==> src/rtl/trace_dedup_buffer.sv <==
// trace_dedup_buffer
//   Sits in front of the trace-to-index mapper. Drops consecutive duplicate
//   trace words, queues the survivors in a first-word-fall-through FIFO and
//   hands them out over a valid/ready handshake. The trace source has no
//   backpressure; if the FIFO is full, a non-duplicate word is lost and the
//   sticky overflow flag is set.
//
//   Optional build macro TRACE_DEDUP_STATS_EN adds dup_count / drop_count
//   (saturating 32-bit counters, cleared by reset or flush).
//
// Ports
//   clk              rising-edge clock
//   reset            asynchronous, active-low reset
//   flush            synchronous clear of FIFO, dedup history and overflow
//   trace_in         raw trace word
//   trace_in_valid   trace_in is valid this cycle
//   trace_out        head-of-FIFO word (0 while empty)
//   trace_out_valid  FIFO not empty
//   trace_out_ready  mapper takes trace_out this cycle
//   fill_level       current occupancy, 0..DEPTH
//   overflow         sticky: a non-duplicate word was dropped
//   dup_count        (stats) duplicates dropped
//   drop_count       (stats) words lost to overflow
module trace_dedup_buffer #(
  parameter int DEPTH   = 16,
  parameter int TRACE_W = 32
) (
  input  logic                     clk,
  input  logic                     reset,
  input  logic                     flush,
  input  logic [TRACE_W-1:0]       trace_in,
  input  logic                     trace_in_valid,
  output logic [TRACE_W-1:0]       trace_out,
  output logic                     trace_out_valid,
  input  logic                     trace_out_ready,
  output logic [$clog2(DEPTH):0]   fill_level,
  output logic                     overflow
`ifdef TRACE_DEDUP_STATS_EN
  ,
  output logic [31:0]              dup_count,
  output logic [31:0]              drop_count
`endif
);

  localparam int AW = $clog2(DEPTH);
  localparam int FW = AW + 1;

  logic [TRACE_W-1:0] mem [DEPTH];
  logic [AW-1:0]      rd_ptr, wr_ptr;
  logic [TRACE_W-1:0] last_trace;
  logic               last_vld;

  logic dup, push, pop, full, push_ok, push_drop;

  assign dup       = trace_in_valid && last_vld && (trace_in == last_trace);
  assign push      = trace_in_valid && !dup && !flush;
  assign full      = (fill_level == FW'(DEPTH));
  assign pop       = trace_out_valid && trace_out_ready && !flush;
  // A full FIFO still accepts a word when the head leaves in the same cycle:
  // write and read pointers coincide, and the head is read before the write.
  assign push_ok   = push && (!full || pop);
  assign push_drop = push && full && !pop;

  assign trace_out_valid = (fill_level != '0);
  // Gate to zero while empty so the output is deterministic without
  // resetting the storage array.
  assign trace_out       = trace_out_valid ? mem[rd_ptr] : '0;

  always_ff @(posedge clk) begin
    if (push_ok) mem[wr_ptr] <= trace_in;
  end

  always_ff @(posedge clk or negedge reset) begin
    if (!reset) begin
      rd_ptr     <= '0;
      wr_ptr     <= '0;
      fill_level <= '0;
      overflow   <= 1'b0;
      last_trace <= '0;
      last_vld   <= 1'b0;
    end else if (flush) begin
      // last_trace is left alone; clearing last_vld is enough to stop dedup.
      rd_ptr     <= '0;
      wr_ptr     <= '0;
      fill_level <= '0;
      overflow   <= 1'b0;
      last_vld   <= 1'b0;
    end else begin
      if (trace_in_valid) begin
        // History advances even for dropped words, so a repeat of a lost
        // word is itself treated as a duplicate.
        last_trace <= trace_in;
        last_vld   <= 1'b1;
      end
      if (push_ok) wr_ptr <= wr_ptr + AW'(1);
      if (pop)     rd_ptr <= rd_ptr + AW'(1);
      if (push_ok && !pop)      fill_level <= fill_level + FW'(1);
      else if (pop && !push_ok) fill_level <= fill_level - FW'(1);
      if (push_drop) overflow <= 1'b1;
    end
  end

`ifdef TRACE_DEDUP_STATS_EN
  always_ff @(posedge clk or negedge reset) begin
    if (!reset) begin
      dup_count  <= '0;
      drop_count <= '0;
    end else if (flush) begin
      dup_count  <= '0;
      drop_count <= '0;
    end else begin
      if (dup && (dup_count != 32'hFFFF_FFFF))        dup_count  <= dup_count + 32'd1;
      if (push_drop && (drop_count != 32'hFFFF_FFFF)) drop_count <= drop_count + 32'd1;
    end
  end
`endif

endmodule

==> config.mk <==
export PLATFORM = sky130hd
export DESIGN_NAME = trace_dedup_buffer
export DESIGN_NICKNAME = d
export VERILOG_FILES = /design/src/rtl/trace_dedup_buffer.sv
export SDC_FILE = /design/constraint.sdc
export NUM_CORES = 1
export LEC_CHECK = 0
export BUFFER_PORTS_ARGS = -buffer_cell sky130_fd_sc_hd__clkbuf_2
export CORE_MARGIN = 1
export CORE_UTILIZATION = 50
export CTS_BUF_LIST = sky130_fd_sc_hd__clkbuf_4 sky130_fd_sc_hd__clkbuf_8
export CTS_CLUSTER_SIZE = 10
export DETAILED_ROUTE_END_ITERATION = 10
export PLACE_DENSITY_LB_ADDON = 0.15
export SLEW_MARGIN = 10
export SYNTH_ARGS = -nofsm -noshare
export SYNTH_HDL_FRONTEND = slang
export SYNTH_SLANG_ARGS = --single-unit
==> constraint.sdc <==
create_clock -name clk -period 11.3 [get_ports clk]
set_input_delay 2.26 -clock clk [delete_from_list [all_inputs] [get_ports clk]]
set_output_delay 2.26 -clock clk [all_outputs]
set_load 0.01 [all_outputs]
Word-level counts from Yosys, hierarchy flattened
Memories as Yosys holds them, arrays and structs flattened.
Cells that the tools add are included.
- add/subtract/negate cells: 4
- multipliers: 0
- divide/modulo/power cells: 0
- $lt $le $gt $ge: 0
- equality and inequality tests: 2
- shifts and indexed selects: 0
- multiplexer cells: 14
- bitwise gates (word level): 1
- reduce and logical (&&, ||, !) cells: 24
- operator list (kind ; count):
    == test 32 bit ; 1
    2-to-1 mux 32 bit ; 1
    2-to-1 mux 4 bit ; 4
    2-to-1 mux 5 bit ; 3
    logical AND 1 bit ; 11
    adder 4 x 1 -> 4 bit (second input constant) ; 2
    nonzero test 2 bit ; 4
    2-to-1 mux 1 bit ; 6
    adder 5 x 1 -> 5 bit (second input constant) ; 1
    == test 5 bit (second input constant) ; 1
    zero test 1 bit ; 5
    nonzero test 5 bit ; 1
    subtractor 5 x 1 -> 5 bit (second input constant) ; 1
    nonzero test 3 bit ; 1
    AND reduction 2 bit ; 1
    logical OR 1 bit ; 1
    inverter 1 bit ; 1
- register bits: 47
- bits in latches: 0
- RAM bits: 512
- bits in read-only memories: 0
- input bits: 37
- word-level logic and storage cells: 52
- memories: 1
- memories (name ; depth ; bits a word ; rd ports ; clocked after Yosys merged registers in ; write ports ; RTL line ; text):
    mem ; 16 ; 32 ; 1 ; 0 ; 1 ; 48 ; logic [TRACE_W-1:0] mem [DEPTH];

Logic depth before layout (Yosys ltp)
Gate-level depths: netlist of run 1.
- depth after elaboration: 11
- gate-level depth with buffers: 15

Worst setup path after synthesis of run 1
OpenSTA, ideal clock, no wires.
- kind: in2reg
- start: input port flush
- end: memory mem[3][0] (enable)
- setup time: 502 ps
- arrival: 6518 ps
- required time: 10798 ps
- setup slack: 4280 ps
- cell stages on the path: 8
- path buffers: 4
- cell sequence: clkbuf_1 > nor2b_1 > clkbuf_1 > nand2b_1 > clkbuf_1 > nor2_4 > buf_6 > nor4bb_1
- longest elaborated chain between the ends: 6
- RTL lines (item ; RTL line ; text):
    start, declared ; 30 ; input logic flush,
    zero test 1 bit * ; 56, 58 ;
    logical AND 1 bit ; 58 ; assign pop = trace_out_valid && trace_out_ready && !flush;
    logical OR 1 bit ; 61 ; assign push_ok = push && (!full || pop);
    logical AND 1 bit * ; 61 ;
    2-to-1 mux 1 bit * ; 70 ; if (push_ok) mem[wr_ptr] <= trace_in;
    2-to-1 mux 1 bit (implied by the code) * ; 70 ;
    end, declared ; 48 ;
Mark *: on every way between the ends. The rest lies on a longest branch, timed or not.

Final worst setup path of run 1
- start: register rd_ptr[0]
- end: output port trace_out[22]
- longest elaborated chain between the ends: 2
- RTL lines (item ; RTL line ; text):
    start, declared ; 49 ; logic [AW-1:0] rd_ptr, wr_ptr;
    start signal, assigned ; 96 ; if (pop) rd_ptr <= rd_ptr + AW'(1);
    memory (16 x 32 bit) ; -- ;
    2-to-1 mux 32 bit ; 67 ; assign trace_out = trace_out_valid ? mem[rd_ptr] : '0;
    end, declared ; 33 ; output logic [TRACE_W-1:0] trace_out,
Every way passes these cells.

==> results of run 1 <==
worst max-delay path: cells and delay by family, from the launching register on:
kind / cells / cell delay [ps]
DFF: 1 / 1020
muxes: 1 / 170
buffers and inverters: 2 / 810
AOI/OAI and AO/OA: 3 / 1040
synthesized netlist by cell type (5+ instances only):
| library cell | instances | area share |
|---|---|---|
| edfxtp_1 | 512 | 0.69 |
| mux2i_1 | 130 | 0.058 |
| mux4_2 | 64 | 0.065 |
| o221ai_1 | 64 | 0.025 |
| dfrtp_1 | 47 | 0.053 |
| nand2_1 | 43 | 0.0072 |
| clkbuf_1 | 39 | 0.0066 |
| mux2_2 | 33 | 0.017 |
| a211oi_1 | 32 | 0.011 |
| o22ai_1 | 32 | 0.0090 |
| buf_2 | 23 | 0.0052 |
| xnor2_1 | 19 | 0.0075 |
| xor2_1 | 18 | 0.0071 |
| nand3_1 | 14 | 0.0031 |
| o21ai_0 | 10 | 0.0022 |
| ha_1 | 9 | 0.0050 |
| nor2_1 | 9 | 0.0015 |
| and4b_1 | 8 | 0.0036 |
| buf_1 | 8 | 0.0013 |
| nor3_1 | 8 | 0.0018 |
| nand4_1 | 7 | 0.0020 |
| a21oi_1 | 6 | 0.0013 |
| nand2b_1 | 5 | 0.0014 |
| nor3b_1 | 5 | 0.0017 |
| nor4_1 | 5 | 0.0014 |
cell families after synthesis:
logic type	after synthesis
buf+inv	77
fa+ha+maj	10
compound gates	152
xor+xnor	37
flops	559
simple gates	126
mux	227
layout make-up:
class                      instances  area [um^2]
inverter                           5         18.8
fill                            3466        19000
timing repair buffer              94          531
multi-input combinational        552         5530
tap                              592          741
sequential                       559        16600
clock inverter                    27          115
clock buffer                     132         1610
sequential cells by signal, indices dropped and copies added, names as in the netlist:
signal,flops
last_trace,32
rd_ptr,4
overflow,1
mem,512
wr_ptr,4
fill_level,5
last_vld,1
metrics by stage:
| step | power (W) | hold slack [ps] | utilization | cells | setup WS [ps] |
|---|---|---|---|---|---|
| after floorplan | 0.00315 | 463 | - | 1188 | 4280 |
| after global placement | 0.00347 | 505 | 0.530 | 1802 | 5570 |
| after detailed placement | 0.00347 | 486 | 0.530 | 1802 | 5440 |
| after CTS | 0.00513 | 511 | 0.569 | 1961 | 5090 |
| after global routing | 0.00530 | 531 | 0.569 | 1961 | 4950 |
| final | 0.00509 | 514 | 0.569 | 1961 | 5080 |
routing by layer:
metal	global-route usage	vias up	routed length (um)
li1	-	5135	-
met1	0.333	6121	23000
met2	0.353	326	23400
met3	0.0350	81	2350
met4	0.0768	2	1060
met5	0	-	13
final timing paths:
kind	to	slack, ps	cells after the start
max	trace_out[22]	5080	6
min in group asynchronous	overflow	1720	2
min	overflow	510	2
max in group asynchronous	rd_ptr[0]	9080	2
min reg2reg	overflow	510	2
max reg2reg	fill_level[4]	7750	13
power by group through the flow:
stage | Clock [W] | Sequential, W | Combinational [W]
6_report | 0.00166 | 0.00239 | 0.00104
5_1_grt | 0.00179 | 0.00240 | 0.00112
4_1_cts | 0.00170 | 0.00239 | 0.00104
3_5_place_dp | 0 | 0.00243 | 0.00104
3_3_place_gp | 0 | 0.00243 | 0.00104
2_1_floorplan | 0 | 0.00237 | 0.000785
==> flow_summary.yaml, run 1 <==
setup_path:
  slowest_delay_ps: 1020
  cp_data_required_time_ps: 9040
  critical_path_class: "flop to primary output"
  critPathSlowestCell: "dfrtp_4"
  crit_fanout: 104
  critPathLaunchType: "flop"
  crit_path_start: "rd_ptr[0]"
  crit_arrival_ps: 3960
  crit_chain: "buf_12 -> mux2i_1 -> o221ai_1 -> o22ai_1 -> a211oi_1 -> clkbuf_2"
  r2r_start: "last_trace[20]"
  end_kind: "primary output"
grt:
  grt_pass1_vias: 12100
  overflow: 0
  grtUsageTotal: 0.228
  antenna_found_initial: 1
  grt_max_degree: 105
  grt_pass1_wl_mm: 75.0
detailed_routing:
  dr.pass1.iters: 7
  drc_errors: 0
  wl_mm: 49.8
  vias: 11700
  drt_iter0_drc: 1064
  wl_per_cell_um: 25.4
  ant_nets: 0
  via_per_inst: 5.95
yosys:
  ys_seq_elements: 559
  synth-edff-count: 512
  synth_fa_ha_area_frac: 0.00594
  yosys.area_share.simple: 0.0323
  syn_area_um2: 22300
  synth_compound_area_frac: 0.0514
  synth_top_family_by_area: "multiplexers"
  synth_mux_area_frac: 0.140
  synthFlopType: "edfxtp_1"
  async_reset_ff_frac: 0.0841
  yosys.area_share.xor_xnor: 0.0145
  synth_nets: 1235
  syn-mean-instance-area_um2: 18.8
  yosysUniqueCellTypes: 48
  syn_inst: 1188
  ys_seq_area_frac: 0.741
  yosys_warnings: 0
timing:
  tightest_slew_ps: 1210
  slew_viol_final: 0
  finalSetupViolCount: 0
  max_freq_mhz: 161
  slew_headroom: 0.194
  finalCriticalPeriod_ps: 6220
  fin_crit_sh: 0.550
  hold_violations: 0
  setup_tns_ps: 0
  grt_setup_unrepaired: "false"
  skew_ps: 25.2
clocking:
  clk_latency_ps: 640
  numCtsBuffers: 90
  clk_pin_slew_ps: 60
  cts_sinks: 559
  cts.htree.levels: 3
  cts_buffer_depth: 3
  ctsRootBufferMaster: "clkbuf_8"
  cts-resized-gates: 0
  cts-hold-fix-buffers: 0
  cts_setup_buffers: 0
  cts_tree: "built"
layout:
  drive_gt1_frac: 0.262
  layout_commonest_cell: "edfxtp_1"
  area_delta_synth_final_pct: 12.5
  stdcell_area_um2: 25100
  mostFrequentLayoutCells: "512 x edfxtp_1, 130 x mux2i_1, 99 x clkbuf_8"
  diodes: 0
  finalNetCount: 1349
power:
  p_per_area_nw_per_um2: 203
  p_sw_frac: 0.274
  share_comb_of_total_power: 0.204
  p_clk_frac: 0.327
  p_sw_w: 0.00140
  seq_power_share: 0.469
  p_leak_nw: 8.06
  p_int_w: 0.00369
  irDropWorstVdd_uv: 204
die:
  io_pins: 76
  initial_core_util: 0.506
  die_w_um: 213
  coreArea_um2: 44100
  std_cell_rows: 77
  die_area_um2: 45500
  fp.dieH_um: 213
min_path:
  worstHoldPathType: "flop to flop"
  min_from: "overflow"
job:
  cap_violations: 0
placement:
  dpl-instance-area_um2: 23400
  port_buffers: 75
  post-dp-hpwl_mm: 26.1
  place_congestion: 0.793
status:
  status: "finished, final reports clean"
(Power assumes the default switching activity.)
==> inputs of run 2 (changes only) <==
--- a/config.mk
+++ b/config.mk
@@ -5,6 +5,7 @@
 export SDC_FILE = /design/constraint.sdc
 export NUM_CORES = 1
 export LEC_CHECK = 0
+export ABC_AREA = 1
 export BUFFER_PORTS_ARGS = -buffer_cell sky130_fd_sc_hd__clkbuf_2
 export CORE_MARGIN = 1
 export CORE_UTILIZATION = 50
==> constraint.sdc (replaced) <==
create_clock -name clk -period 5.3 [get_ports clk]
set_input_delay 1.06 -clock clk [delete_from_list [all_inputs] [get_ports clk]]
set_output_delay 1.06 -clock clk [all_outputs]
set_load 0.01 [all_outputs]
==> run 2 against run 1 <==
  * First-iteration DRC count grew 25%
  * Sequential cell count is the same
  * Global-route usage grew 1.7 points
  * Register-to-register slack lost 5400 ps
  * Synthesized cell count grew 47%
  * Clock skew grew 13 ps
  * Critical endpoint is now trace_out[31]
==> flow_summary.yaml, run 2 <==
status:
  status: "finished, final reports clean"
layout:
  n_fill_cell: 3602
  utilization: 0.572
  finalNetCount: 1899
  largest_reg_flops: 512
  stdcell_area_um2: 25400
  reg_top3: "mem (512), last_trace (32), fill_level (5)"
  area_delta_synth_final_pct: 12.4
  top_register: "mem"
  drive_gt1_frac: 0.151
  mostFrequentLayoutCells: "512 x edfxtp_1, 312 x nand2_1, 153 x nor2_1"
  layout_commonest_cell: "edfxtp_1"
detailed_routing:
  ant_nets: 0
  drc_errors: 0
  wl_mm: 55.6
  dr.pass1.iters: 5
  wl_per_cell_um: 22.2
  vias: 14200
  via_per_inst: 5.66
  drt_iter0_drc: 1332
timing:
  max_freq_mhz: 209
  finalSetupViolCount: 0
  slew_headroom: 0.240
  slew_viol_final: 0
  hold_violations: 0
  setup_tns_ps: 0
  fin_crit_sh: 0.902
  grt_setup_unrepaired: "false"
  timing.hold.ws_ps: 480
  finalCriticalPeriod_ps: 4780
  skew_ps: 38.1
  tightest_slew_ps: 1140
clocking:
  numCtsBuffers: 89
  cts.htree.levels: 3
  ctsRootBufferMaster: "clkbuf_8"
  cts-hold-fix-buffers: 0
  cts-resized-gates: 0
  clk_pin_slew_ps: 60
  cts_tree: "built"
  cts_sinks: 559
  cts_buffer_depth: 3
  clk_latency_ps: 660
  cts_setup_buffers: 0
yosys:
  synth-edff-count: 512
  async_reset_ff_frac: 0.0841
  synthTopCellsByArea: "edfxtp_1 68%, dfrtp_1 5.2%, nand2_1 5.2%"
  synth_compound_area_frac: 0.102
  yosys.area_share.simple: 0.0955
  synth_fa_ha_area_frac: 0.00587
  syn-mean-instance-area_um2: 12.9
  ys_seq_elements: 559
  ys_seq_area_frac: 0.733
  yosysUniqueCellTypes: 36
  synth_nets: 1797
  synth_mux_area_frac: 0.0284
  syn_area_um2: 22600
  synth_common_cells: "512 x edfxtp_1, 313 x nand2_1, 169 x nor2_1"
  synth_top_family_by_area: "compound AO/OA/AOI/OAI gates"
  yosysTopAreaCell: "edfxtp_1"
  yosys.area_share.xor_xnor: 0.00426
  yosys_warnings: 0
  syn_inst: 1750
  synth_top_area_frac: 0.681
  synthFlopType: "edfxtp_1"
  synth_most_common_cell: "edfxtp_1"
job:
  cap_violations: 0
power:
  seq_power_share: 0.433
  p_leak_nw: 9.06
  p_sw_w: 0.00393
  p_per_area_nw_per_um2: 463
  p_int_w: 0.00783
  share_comb_of_total_power: 0.264
  p_clk_frac: 0.303
  p_sw_frac: 0.334
  irDropWorstVdd_uv: 337
placement:
  post-dp-hpwl_mm: 32.8
  dpl-instance-area_um2: 23700
  port_buffers: 75
  place_congestion: 0.863
setup_path:
  critPathLaunchType: "flop"
  path_depth: 7
  slowest_delay_ps: 790
  crit_buf_inv: 3
  crit_family: "buffers and inverters"
  critical_path_class: "flop to primary output"
  crit_arrival_ps: 3720
  cp_data_required_time_ps: 4240
  crit_chain: "inv_6 -> buf_12 -> o21ai_0 -> o22ai_1 -> a21oi_1 -> a211oi_1 -> clkbuf_2"
  crit_fanout: 90
  reg2reg_depth: 12
  critPathSlowestCell: "dfrtp_4"
  end_kind: "primary output"
die:
  fp.dieH_um: 215
  io_pins: 76
  die_area_um2: 46000
  initial_core_util: 0.509
  coreArea_um2: 44400
  std_cell_rows: 77
  die_w_um: 215
grt:
  grt_pass1_wl_mm: 84.2
  grt_max_degree: 96
  grtUsageTotal: 0.245
  overflow: 0
  antenna_found_initial: 1
  grt_pass1_vias: 13800
min_path:
  holdPathStages: 1
  worstHoldPathType: "flop to flop"
run 2: layout make-up:
class	instances	area [um^2]	share of cell area
Sequential cell	559	16600	0.652
Multi-Input combinational cell	1023	5450	0.214
Clock buffer	138	1620	0.0639
Tap cell	592	741	0.0292
Timing Repair Buffer	109	681	0.0268
Inverter	70	273	0.0107
Clock inverter	17	77.6	0.00305
Antenna cell	1	2.50	0.0000985
run 2: per-stage QoR:
| stage | power (W) | setup slack (ps) | instances |
|---|---|---|---|
| 3_5_place_dp | 0.00828 | 1160 | 2353 |
| 6_report | 0.0118 | 520 | 2509 |
| 2_1_floorplan | 0.00709 | 1630 | 1750 |
| 5_1_grt | 0.0123 | 372 | 2508 |
| 4_1_cts | 0.0118 | 472 | 2508 |
| 3_3_place_gp | 0.00824 | 1220 | 2353 |
run 2: kinds of logic (layout without fill, tap and decap cells):
| logic type | count (synthesis) | count (layout) |
|---|---|---|
| flip-flops | 559 | 559 |
| AND/OR/NAND/NOR | 540 | 540 |
| AO/OA/AOI/OAI | 398 | 398 |
| buffers and inverters | 168 | 334 |
| multiplexers | 64 | 64 |
| XOR/XNOR | 11 | 11 |
| adder cells (fa/ha/maj) | 10 | 10 |
| other | 0 | 1 |
run 2: worst paths after layout:
check	from	endpoint	slack, ps
worst min register to register	rd_ptr[3]	rd_ptr[3]	480
worst max-delay path	rd_ptr[0]	trace_out[31]	520
min in group asynchronous	reset	last_trace[14]	510
worst max register to register	last_trace[5]	mem[5][2]	2310
worst min-delay path	rd_ptr[3]	rd_ptr[3]	480
max in group asynchronous	reset	rd_ptr[0]	4310
run 2: power groups by stage:
stage | logic [W] | registers [W] | clock network (W)
finish | 0.00310 | 0.00509 | 0.00356
global route | 0.00337 | 0.00511 | 0.00381
CTS | 0.00310 | 0.00509 | 0.00362
detailed placement | 0.00309 | 0.00518 | 0
global placement | 0.00306 | 0.00518 | 0
floorplan | 0.00201 | 0.00508 | 0
run 2: metal layers:
| metal | global-route usage | part of all wire | routed length [um] | up-vias |
|---|---|---|---|---|
| li1 | - | - | - | 6604 |
| met5 | 0 | 0 | 0 | - |
| met2 | 0.350 | 0.43 | 24000 | 512 |
| met3 | 0.0526 | 0.079 | 4390 | 69 |
| met1 | 0.376 | 0.47 | 26400 | 7011 |
| met4 | 0.0719 | 0.016 | 881 | 0 |
==> inputs of run 3 (changes only) <==
==> constraint.sdc (replaced) <==
create_clock -name clk -period 5.56 [get_ports clk]
set_input_delay 1.112 -clock clk [delete_from_list [all_inputs] [get_ports clk]]
set_output_delay 1.112 -clock clk [all_outputs]
set_load 0.01 [all_outputs]
==> run 3 against run 2 <==
  * Final cell count increased by 0.40%
  * Non-clock buffer count increased by 3
  * Combinational power decreased by 4%
  * Global-route usage increased by 0.68 points
  * Core utilization about the same
  * Via count increased by 1.5%
  * Setup slack improved by 280 ps
  * Hold slack improved by 11 ps
  * Critical endpoint is now trace_out[7]
==> flow_summary.yaml, run 3 (synthesis gave the netlist of run 2 again) <==
clocking:
  cts_tree: "built"
  cts_sinks: 559
  numCtsBuffers: 89
  clk_pin_slew_ps: 60
  cts_setup_buffers: 0
  cts-hold-fix-buffers: 0
  clk_latency_ps: 670
  cts-resized-gates: 0
  cts_buffer_depth: 3
  ctsRootBufferMaster: "clkbuf_8"
  cts.htree.levels: 3
detailed_routing:
  wl_mm: 57.2
  drc_errors: 0
  dr.pass1.iters: 5
  via_per_inst: 5.72
  vias: 14400
  drt_iter0_drc: 1314
  ant_nets: 0
  wl_per_cell_um: 22.7
timing:
  grt_setup_unrepaired: "false"
  skew_ps: 26.8
  tightest_slew_ps: 1260
  setup_tns_ps: 0
  setup_slack_ps: 799
  finalSetupViolCount: 0
  fin_crit_sh: 0.856
  max_freq_mhz: 210
  slew_viol_final: 0
  hold_violations: 0
  finalCriticalPeriod_ps: 4760
  slew_headroom: 0.158
placement:
  post-dp-hpwl_mm: 32.4
  port_buffers: 75
  place_congestion: 0.782
  post-place-ws_ps: 1330
  dp_cells: 2356
min_path:
  worstHoldPathType: "flop to flop"
  holdPathStages: 2
status:
  status: "finished, final reports clean"
grt:
  antenna_found_initial: 2
  overflow: 0
  grt_pass1_wl_mm: 86.1
  grtUsageTotal: 0.252
  grt_max_degree: 195
  grt_pass1_vias: 14100
layout:
  top_register: "mem"
  largest_reg_flops: 512
  drive_gt1_frac: 0.153
  diodes: 0
  reg_top3: "mem (512), last_trace (32), fill_level (5)"
  mostFrequentLayoutCells: "512 x edfxtp_1, 312 x nand2_1, 153 x nor2_1"
  area_delta_synth_final_pct: 12.5
  finalNetCount: 1902
  n_fill_cell: 3587
  layout_commonest_cell: "edfxtp_1"
  instances_no_fill: 2519
die:
  die_w_um: 215
  std_cell_rows: 77
  die_area_um2: 46000
  fp.dieH_um: 215
  coreArea_um2: 44400
  io_pins: 76
  initial_core_util: 0.509
power:
  p_leak_nw: 9.06
  irDropWorstVdd_uv: 475
  p_per_area_nw_per_um2: 440
setup_path:
  crit_fanout: 43
  critPathLaunchType: "flop"
  crit_arrival_ps: 3650
  cp_data_required_time_ps: 4450
  reg2reg_depth: 11
  end_kind: "primary output"
  critical_path_class: "flop to primary output"
job:
  cap_violations: 0
==> run 3: final timing paths <==
check / startpoint / endpoint / slack [ps]
setup / recovery: rd_ptr[1] / trace_out[7] / 800
hold / removal: last_trace[2] / last_trace[2] / 490
setup reg to reg: last_trace[21] / mem[0][1] / 2530
hold reg to reg: last_trace[2] / last_trace[2] / 490
max in group asynchronous: reset / rd_ptr[0] / 4480
min in group asynchronous: reset / last_trace[27] / 560
==> run 3: power by group <==
group / switching (W) / internal (W) / leakage, nW / total (W)
clock: 0.00158 / 0.00182 / 0.912 / 0.00340
sequential: 0.0000828 / 0.00470 / 5.21 / 0.00478
combinational: 0.00207 / 0.000916 / 2.94 / 0.00299
total: 0.00374 / 0.00743 / 9.06 / 0.0112
==> run 3: area by class of cell <==
class                           count  area (um^2)  area share
Sequential cell                   559        16600       0.651
Multi-Input combinational cell   1023         5450       0.214
Clock buffer                      135         1580      0.0623
Tap cell                          592          741      0.0291
Timing Repair Buffer              112          678      0.0267
Inverter                           70          273      0.0107
Clock inverter                     28          138     0.00542
==> run 3: layer usage <==
metal,wire length (um),GRT usage
met2,25500,0.372
met1,25800,0.371
met5,0,0
met3,5070,0.0596
met4,859,0.0745
==> run 3: per-stage QoR <==
| stage | util | total power, W | hold slack [ps] | cell area, um^2 |
|---|---|---|---|---|
| finish | 0.572 | 0.0112 | 490 | 25400 |
| global route | 0.572 | 0.0117 | 514 | 25400 |
| CTS | 0.572 | 0.0112 | 494 | 25400 |
| detailed placement | 0.533 | 0.00783 | 480 | 23700 |
| global placement | 0.533 | 0.00782 | 466 | 23700 |
| floorplan | - | 0.00676 | 453 | 22600 |
==> run 3: worst max-delay path, cell delays in order, from the launching register on <==
cell      delay (ps)
dfrtp_2          620
inv_2            780
buf_4            440
o21ai_1          110
o22ai_1          390
nand2_1          100
a211oi_1         330
clkbuf_2         190
